File: config.mk
export PLATFORM = sky130hd
export DESIGN_NAME = axis_switch_port_sched
export DESIGN_NICKNAME = d
export VERILOG_FILES = /design/src/rtl/axis_switch_pkg.sv /design/src/rtl/irr_arbiter.sv /design/src/rtl/axis_switch_port_sched.sv
export SDC_FILE = /design/constraint.sdc
export NUM_CORES = 1
export LEC_CHECK = 0
export ABC_AREA = 1
export CAP_MARGIN = 10
export CORE_MARGIN = 3
export CORE_UTILIZATION = 35
export CTS_CLUSTER_DIAMETER = 30
export CTS_CLUSTER_SIZE = 20
export DETAILED_ROUTE_END_ITERATION = 6
export GPL_ROUTABILITY_DRIVEN = 0
export PLACE_DENSITY = 0.87
export SLEW_MARGIN = 10
export SYNTH_ARGS = -nofsm -noshare
export SYNTH_HDL_FRONTEND = slang
export SYNTH_HIERARCHICAL = 1
export SYNTH_SLANG_ARGS = --single-unit
export TNS_END_PERCENT = 100
File: constraint.sdc
create_clock -name clk -period 2.71 [get_ports clk]
set_input_delay 0.542 -clock clk [delete_from_list [all_inputs] [get_ports clk]]
set_output_delay 0.542 -clock clk [all_outputs]
set_load 0.01 [all_outputs]
File: src/rtl/axis_switch_pkg.sv
// Shared types and helpers for the AXI-Stream switch output-port scheduler.
package axis_switch_pkg;

    // Scheduler FSM: IDLE picks a source, LOCK holds it until the tlast beat.
    typedef enum logic [0:0] {
        IDLE = 1'b0,
        LOCK = 1'b1
    } state_e;

    // Index width for n sources; a single source still needs a 1-bit index.
    function automatic int id_width(input int n);
        return (n > 1) ? $clog2(n) : 1;
    endfunction

    localparam int AXIS_N_IN   = 8;
    localparam int AXIS_DATA_W = 32;
    localparam int AXIS_ID_W   = id_width(AXIS_N_IN);

    // One registered output beat.
    typedef struct packed {
        logic [AXIS_DATA_W-1:0] data;
        logic                   last;
        logic [AXIS_ID_W-1:0]   id;
    } axis_beat_t;

endpackage

File: src/rtl/irr_arbiter.sv
// Round-robin arbiter: the search starts at the pointer, and the pointer
// moves past the winner only when the consumer takes the grant.
module irr_arbiter
    import axis_switch_pkg::*;
#(
    parameter int WIDTH_REQ = 8,
    parameter int ID_W      = id_width(WIDTH_REQ)
) (
    input  logic                 clk,
    input  logic                 reset_n,
    input  logic [WIDTH_REQ-1:0] req_i,
    input  logic                 gnt_rdy_i,
    output logic                 gnt_vld_o,
    output logic [ID_W-1:0]      gnt_id_o
);

    logic [ID_W-1:0] ptr_q;
    logic [ID_W-1:0] ptr_d;
    logic [ID_W-1:0] idx;

    // Scan from the pointer upward with wrap; the lowest offset wins.
    always_comb begin
        gnt_vld_o = 1'b0;
        gnt_id_o  = '0;
        idx       = '0;
        for (int off = WIDTH_REQ - 1; off >= 0; off--) begin
            idx = ID_W'((int'(ptr_q) + off) % WIDTH_REQ);
            if (req_i[idx]) begin
                gnt_vld_o = 1'b1;
                gnt_id_o  = idx;
            end
        end
    end

    // Advance the pointer one past the winner, wrapping at WIDTH_REQ.
    always_comb begin
        ptr_d = ptr_q;
        if (gnt_rdy_i && gnt_vld_o) begin
            ptr_d = ID_W'((int'(gnt_id_o) + 1) % WIDTH_REQ);
        end
    end

    // Pointer register.
    always_ff @(posedge clk or negedge reset_n) begin
        if (!reset_n) begin
            ptr_q <= '0;
        end else begin
            ptr_q <= ptr_d;
        end
    end

endmodule

File: src/rtl/axis_switch_port_sched.sv
// Output-port scheduler: shares one AXI-Stream master between N_IN slaves,
// holding the arbiter grant for a whole packet behind a one-stage output register.
module axis_switch_port_sched
    import axis_switch_pkg::*;
#(
    parameter int N_IN   = AXIS_N_IN,
    parameter int DATA_W = AXIS_DATA_W,
    parameter int ID_W   = id_width(N_IN),
    parameter int CNT_W  = 16
) (
    input  logic                     clk,
    input  logic                     reset_n,
    input  logic [N_IN*DATA_W-1:0]   s_tdata_i,
    input  logic [N_IN-1:0]          s_tvalid_i,
    input  logic [N_IN-1:0]          s_tlast_i,
    output logic [N_IN-1:0]          s_tready_o,
    output logic [DATA_W-1:0]        m_tdata_o,
    output logic                     m_tvalid_o,
    output logic                     m_tlast_o,
    output logic [ID_W-1:0]          m_tid_o,
    input  logic                     m_tready_i,
    input  logic [N_IN-1:0]          port_en_i,
    output logic                     busy_o,
    output logic [CNT_W-1:0]         pkt_cnt_o
);

    state_e           state_q, state_d;
    logic [ID_W-1:0]  sel_q, sel_d;
    axis_beat_t       beat_q, beat_d;
    logic             vld_q, vld_d;
    logic [CNT_W-1:0] cnt_q, cnt_d;

    logic [DATA_W-1:0] lane_data [N_IN];
    logic [N_IN-1:0]   req;
    logic [N_IN-1:0]   tready;
    logic              gnt_vld;
    logic [ID_W-1:0]   gnt_id;
    logic              adv;

    for (genvar g = 0; g < N_IN; g++) begin : g_lane
        assign lane_data[g] = s_tdata_i[g*DATA_W +: DATA_W];
    end

    // The output register can take a new beat when empty or being drained.
    assign adv = ~vld_q | m_tready_i;
    assign req = s_tvalid_i & port_en_i;

    irr_arbiter #(
        .WIDTH_REQ (N_IN),
        .ID_W      (ID_W)
    ) u_arb (
        .clk       (clk),
        .reset_n   (reset_n),
        .req_i     (req),
        .gnt_rdy_i (state_q == IDLE),
        .gnt_vld_o (gnt_vld),
        .gnt_id_o  (gnt_id)
    );

    // Next-state, output-register load and packet counter.
    always_comb begin
        state_d = state_q;
        sel_d   = sel_q;
        beat_d  = beat_q;
        vld_d   = vld_q;
        tready  = '0;
        cnt_d   = cnt_q;

        if (vld_q && m_tready_i && beat_q.last) begin
            cnt_d = cnt_q + CNT_W'(1);
        end

        // Drain the register when it moves on and nothing refills it.
        if (adv) begin
            vld_d = 1'b0;
        end

        case (state_q)
            IDLE: begin
                if (gnt_vld) begin
                    sel_d   = gnt_id;
                    state_d = LOCK;
                end
            end
            LOCK: begin
                tready[sel_q] = adv;
                if (s_tvalid_i[sel_q] && adv) begin
                    beat_d.data = lane_data[sel_q];
                    beat_d.last = s_tlast_i[sel_q];
                    beat_d.id   = sel_q;
                    vld_d       = 1'b1;
                    if (s_tlast_i[sel_q]) begin
                        state_d = IDLE;
                    end
                end
            end
            default: state_d = IDLE;
        endcase
    end

    // State, selection, output register and counter.
    always_ff @(posedge clk or negedge reset_n) begin
        if (!reset_n) begin
            state_q <= IDLE;
            sel_q   <= '0;
            beat_q  <= '0;
            vld_q   <= 1'b0;
            cnt_q   <= '0;
        end else begin
            state_q <= state_d;
            sel_q   <= sel_d;
            beat_q  <= beat_d;
            vld_q   <= vld_d;
            cnt_q   <= cnt_d;
        end
    end

    assign s_tready_o = tready;
    assign m_tdata_o  = beat_q.data;
    assign m_tlast_o  = beat_q.last;
    assign m_tid_o    = beat_q.id;
    assign m_tvalid_o = vld_q;
    assign busy_o     = (state_q == LOCK);
    assign pkt_cnt_o  = cnt_q;

    a_tready_onehot: assert property (@(posedge clk) disable iff (!reset_n)
        $onehot0(s_tready_o));

    a_tready_busy: assert property (@(posedge clk) disable iff (!reset_n)
        (|s_tready_o) |-> busy_o);

    a_data_hold: assert property (@(posedge clk) disable iff (!reset_n)
        (m_tvalid_o && !m_tready_i) |=> $stable(m_tdata_o));

    a_tid_sel: assert property (@(posedge clk) disable iff (!reset_n)
        (state_q == LOCK && s_tvalid_i[sel_q] && adv) |=> (m_tid_o == $past(sel_q)));

endmodule
Yosys cells after proc, flatten, opt, wreduce, memory -nomap -nowiden
Cells that the tools add are included.
{"block": "word_totals", "ff_bits": 60, "input_bits": 283, "output_inout_bits": 62, "elab_cells": 90}
{"block": "classes", "n_addsub": 9, "n_lt_le_gt_ge": 11, "mux": 49, "n_bitwise": 6, "n_reduce_logical": 7}
{"op": "$bmux 32 s3", "count": 1}
{"op": "$mux 32", "count": 2}
{"op": "$lt 3x4->1 const B", "count": 9}
{"op": "$bmux 1 s3", "count": 10}
{"op": "$mux 1", "count": 25}
{"op": "$mux 3", "count": 8}
{"op": "$add 16x1->16 const B", "count": 1}
{"op": "$and 8x8->8", "count": 2}
{"op": "$add 3x3->3 const B", "count": 4}
{"op": "$mux 8", "count": 1}
{"op": "$add 3x1->3 const B", "count": 2}
{"op": "$add 3x2->3 const B", "count": 2}
{"op": "$logic_and 1x1->1", "count": 5}
{"op": "$ge 4x4->1 const B", "count": 1}
{"op": "$not 3->4", "count": 1}
{"op": "$reduce_and 2->1", "count": 2}
{"op": "$demux 1 s3", "count": 1}
{"op": "$ge 3x1->1 const B", "count": 1}
{"op": "$not 1->1", "count": 2}
{"op": "$pmux 1 s2", "count": 1}
{"op": "$or 1x1->1", "count": 1}

Logic depth before layout (Yosys ltp)
{"block": "logic_depth", "depth_word": 13, "mapped_depth": 20, "ltp_nobuf": 19}

Cells and area by module
Netlist, hierarchy kept.
{"mod": "axis_switch_port_sched", "n_inst": 1, "cells_per_inst": 924, "area_per_inst_um2": 5086.1, "seq_area_each_um2": 1426.4}
{"mod": "irr_arbiter", "n_inst": 1, "cells_per_inst": 144, "area_per_inst_um2": 802.0, "seq_area_each_um2": 75.1}

Worst setup path after synthesis
Ideal clock, no wire load.
{"block": "synth_path", "kind": "reg2reg", "from": "register u_arb.ptr_q[1]", "to": "register u_arb.ptr_q[1]", "setup_ns": 0.122, "arrival_ns": 2.259, "required_time_ns": 2.588, "slack_ns": 0.329, "path_stages_with_launch": 18, "path_buffers": 1, "synth_period_minus_slack_ns": 2.381, "path_cell_list": "dfrtp_1 > inv_4 > ha_1 > buf_2 > inv_1 > nand3_1 > nand3_2 > nand2_2 > nor2_2 > nand2_1 > nand2_1 > o21ai_1 > nand2_1 > nand2_1 > a22oi_1 > ha_1 > nand2_1 > o21ai_1"}
{"block": "synth_between", "elab_chain_cells": 12, "elab_cells_between_ends": 41, "classes_between": "add/sub: 8; mux: 32; reduce/logical: 1"}
{"item": "from (decl)", "line": "irr_arbiter.sv:17", "rtl": "logic [ID_W-1:0] ptr_q;"}
{"item": "from (signal assigned)", "line": "irr_arbiter.sv:48", "rtl": "ptr_q <= ptr_d;"}
{"item": "$add 3x3->3", "line": "irr_arbiter.sv:27", "rtl": "idx = ID_W'((int'(ptr_q) + off) % WIDTH_REQ);"}
{"item": "$bmux 1 s3", "line": "irr_arbiter.sv:28", "rtl": "if (req_i[idx]) begin"}
{"item": "$mux 1 (implied by the code)", "line": "irr_arbiter.sv:28"}
{"item": "$mux 3 (7 in a row)", "line": "irr_arbiter.sv:28"}
{"item": "$mux 3 *", "line": "irr_arbiter.sv:28"}
{"item": "via gnt_id[1]", "line": "axis_switch_port_sched.sv:37", "rtl": "logic [ID_W-1:0] gnt_id;"}
{"item": "$add 3x1->3 *", "line": "irr_arbiter.sv:39", "rtl": "ptr_d = ID_W'((int'(gnt_id_o) + 1) % WIDTH_REQ);"}
Mark *: on every way through the listed nets, which the timed path passes. The rest lies on a longest branch. The select of a mux whose other input is x is not followed.
A chain may end at the register's enable or synchronous reset.

Final worst setup path
{"block": "layout_path", "from": "input port m_tready_i", "to": "output port s_tready_o[2]"}
{"block": "layout_between", "elab_chain_cells": 3}
{"item": "from (decl)", "line": "axis_switch_port_sched.sv:21", "rtl": "input logic m_tready_i,"}
{"item": "$or 1x1->1", "line": "axis_switch_port_sched.sv:45", "rtl": "assign adv = ~vld_q | m_tready_i;"}
{"item": "$and 8x8->8 (no line)"}
{"item": "$mux 8", "line": "axis_switch_port_sched.sv:78", "rtl": "case (state_q)"}
{"item": "to (decl)", "line": "axis_switch_port_sched.sv:16", "rtl": "output logic [N_IN-1:0] s_tready_o,"}
No other way between the ends.

==> reports/qor.txt <==
Routed WL: 28300 um
Maximum number of pins on one net before global-route repair: 73
Commonest non-fill, non-tap cell in the layout: nand2_1
Post-synth cell types: 35
Resize count post-CTS: 0
Hold crit path type: input port to async pin
Latest clock arrival within the worst-skew pair: 320 ps
CTS Hold Bufs: 0
Area growth, synth to finish: 66.4%
Status: finished clean
Setup violators final: 0
Worst Path Class, Setup: input port to output pin
CTS Buf Count: 9
All-Layer GR Usage: 0.295
RSZ-0062 raised after global routing: false
Drt wl/cell: 17.6 um
Router iterations before antenna repair: 6
Ports: 345
Clk sinks: 60
Yosys reg bits: 60
Final period utilization: 0.958
Synth warn: 6
Row cnt: 46
Routed Antenna Nets: 0
Post-Layout Cell Count: 1603
Clk root buf: clkbuf_16
Worst EP arrival: 2050 ps
CP max FO: 4
Min cycle time layout: 2600 ps
Worst Skew: 5.86 ps
Vias in the first global route: 7761
Peak Freq: 385 MHz
Initial core utilization: 0.364
Top cells by area, synth: nand2_1, dfrtp_1, nor2_1
Syn Area/Cell: 5.51 sq um
I/O Buffers: 344
Fin Setup TNS: 0 ps
Post-synthesis cell area: 0.00589 sq mm
Max cap viols: 0
Fin. max-slew vios: 0
Fin. Hold Viols: 0
DP HPWL: 22300 um
Die Y: 136 um
Synth area leader: nand2_1
Static Leak: 4.90 nW
Initial antenna violation count: 4
Nets: 1667
Vias per cell: 5.08
Wire length of the first global-routing pass: 42200 um
Max VDD drop: 747 uV
Setup Buffers After CTS: 0
Hold WS: 264 ps
CTS max path bufs: 2
Most frequent cells in the layout: nand2_1, clkdlybuf4s50_1, nor2_1, nand3_1, dfrtp_1
Seq/Total Area, Yosys: 0.255
DP Cell Count: 1585
Drc violations: 0
Htree depth: 3
Overflow after GRT: 0
Critical Path RT: 2170 ps
Via Count: 8151
Layout cells sized above 1: 0.0578
Worst-path clk slew: 50 ps
Die area: 0.0184 sq mm
Slew @ Worst Pin: 695 ps
Starting DRT DRC Count: 539
Post-synth top area share: 0.323
Slew HR: 0.537
Startpoint Class: input port
Core region area: 0.0162 sq mm
Die width: 136 um
PD cells: 1050 mW/mm^2
Synth Net Count: 1355
Post-Syn Instances: 1068
CTS tree: built
Critical Path Sink Type: output pin
-- sequential cells by signal (all words and copies together), names as in the netlist, named ones only --
register and count:
m_tdata_o 32, pkt_cnt_o 16, m_tid_o 3, sel_q 3, u_arb/ptr_q 3, busy_o 1, m_tlast_o 1
-- cells in the mapped netlist (all sizes together) --
master	instances
nand2	522
nor2	152
nand3	109
o21ai	71
dfrtp	60
inv	48
buf	47
clkbuf	14
a21oi	9
xor2	9
nor3	8
ha	4
nand3b	3
nand4	3
xnor2	3
a31oi	2
a22oi	1
clkinv	1
mux2	1
or2	1
-- final timing paths --
kind                           startpoint        endpoint  slack (ps)  cells past startpoint
max                            m_tready_i   s_tready_o[2]         110                      6
min                               reset_n   m_tdata_o[15]         260                      1
max reg2reg                u_arb/ptr_q[0]  u_arb/ptr_q[2]         180                     18
min reg2reg                    m_tid_o[2]      m_tid_o[2]         470                      2
max in group asynchronous         reset_n    pkt_cnt_o[0]        1820                      2
min in group clk               m_tid_o[2]      m_tid_o[2]         470                      2
-- critical path, cell delays in order --
cell and delay, ps:
clkdlybuf4s50_1 510, nor2_1 100, nor2_4 130, nand2_1 120, nor2_1 110, clkdlybuf4s50_1 550
-- where the power goes --
part / internal, W / total [W] / switching [W] / leakage [nW]
clock: 0.000880 / 0.00127 / 0.000394 / 0.162
combinational: 0.00273 / 0.00746 / 0.00473 / 4.00
sequential: 0.00125 / 0.00154 / 0.000290 / 0.742
total: 0.00487 / 0.0103 / 0.00541 / 4.90
-- per-stage QoR --
step	cell area, sq um	utilization	setup WS [ps]	total power, W
after floorplan	5890	-	329	0.00635
after global placement	9440	0.583	80.4	0.00870
after detailed placement	9440	0.583	29.7	0.00886
after CTS	9770	0.604	18.0	0.0102
after global routing	9800	0.606	0.129	0.0112
final	9800	0.606	113	0.0103
-- per-layer routing --
metal,vias up,wire [um],part of all wire,GRT usage
met2,385,14100,0.50,0.529
met3,75,2410,0.085,0.0680
met1,3727,10700,0.38,0.339
li1,3960,-,-,-
met4,4,1050,0.037,0.116
met5,-,22,0.00078,0
-- logic make-up (layout without fill, tap and decap cells) --
| family | Yosys count | in the layout | synth area share |
|---|---|---|---|
| AO/OA/AOI/OAI | 83 | 83 | 0.0720 |
| XOR/XNOR | 12 | 12 | 0.0191 |
| adder cells (fa/ha/maj) | 4 | 4 | 0.00850 |
| buffers and inverters | 110 | 427 | 0.0884 |
| flip-flops | 60 | 60 | 0.255 |
| multiplexers | 1 | 1 | 0.00191 |
| other | 0 | 2 | 0 |
| AND/OR/NAND/NOR | 798 | 798 | 0.555 |
-- cell type report --
type,instances,area (sq um)
Inverter,49,190
Multi-Input combinational cell,898,3880
Tap cell,216,270
Clock inverter,3,67.6
Sequential cell,60,1510
Clock buffer,13,270
Fill cell,1539,6380
Timing Repair Buffer,362,3610
Antenna cell,2,5.00
Note: power is estimated with default switching activity, not from simulation.
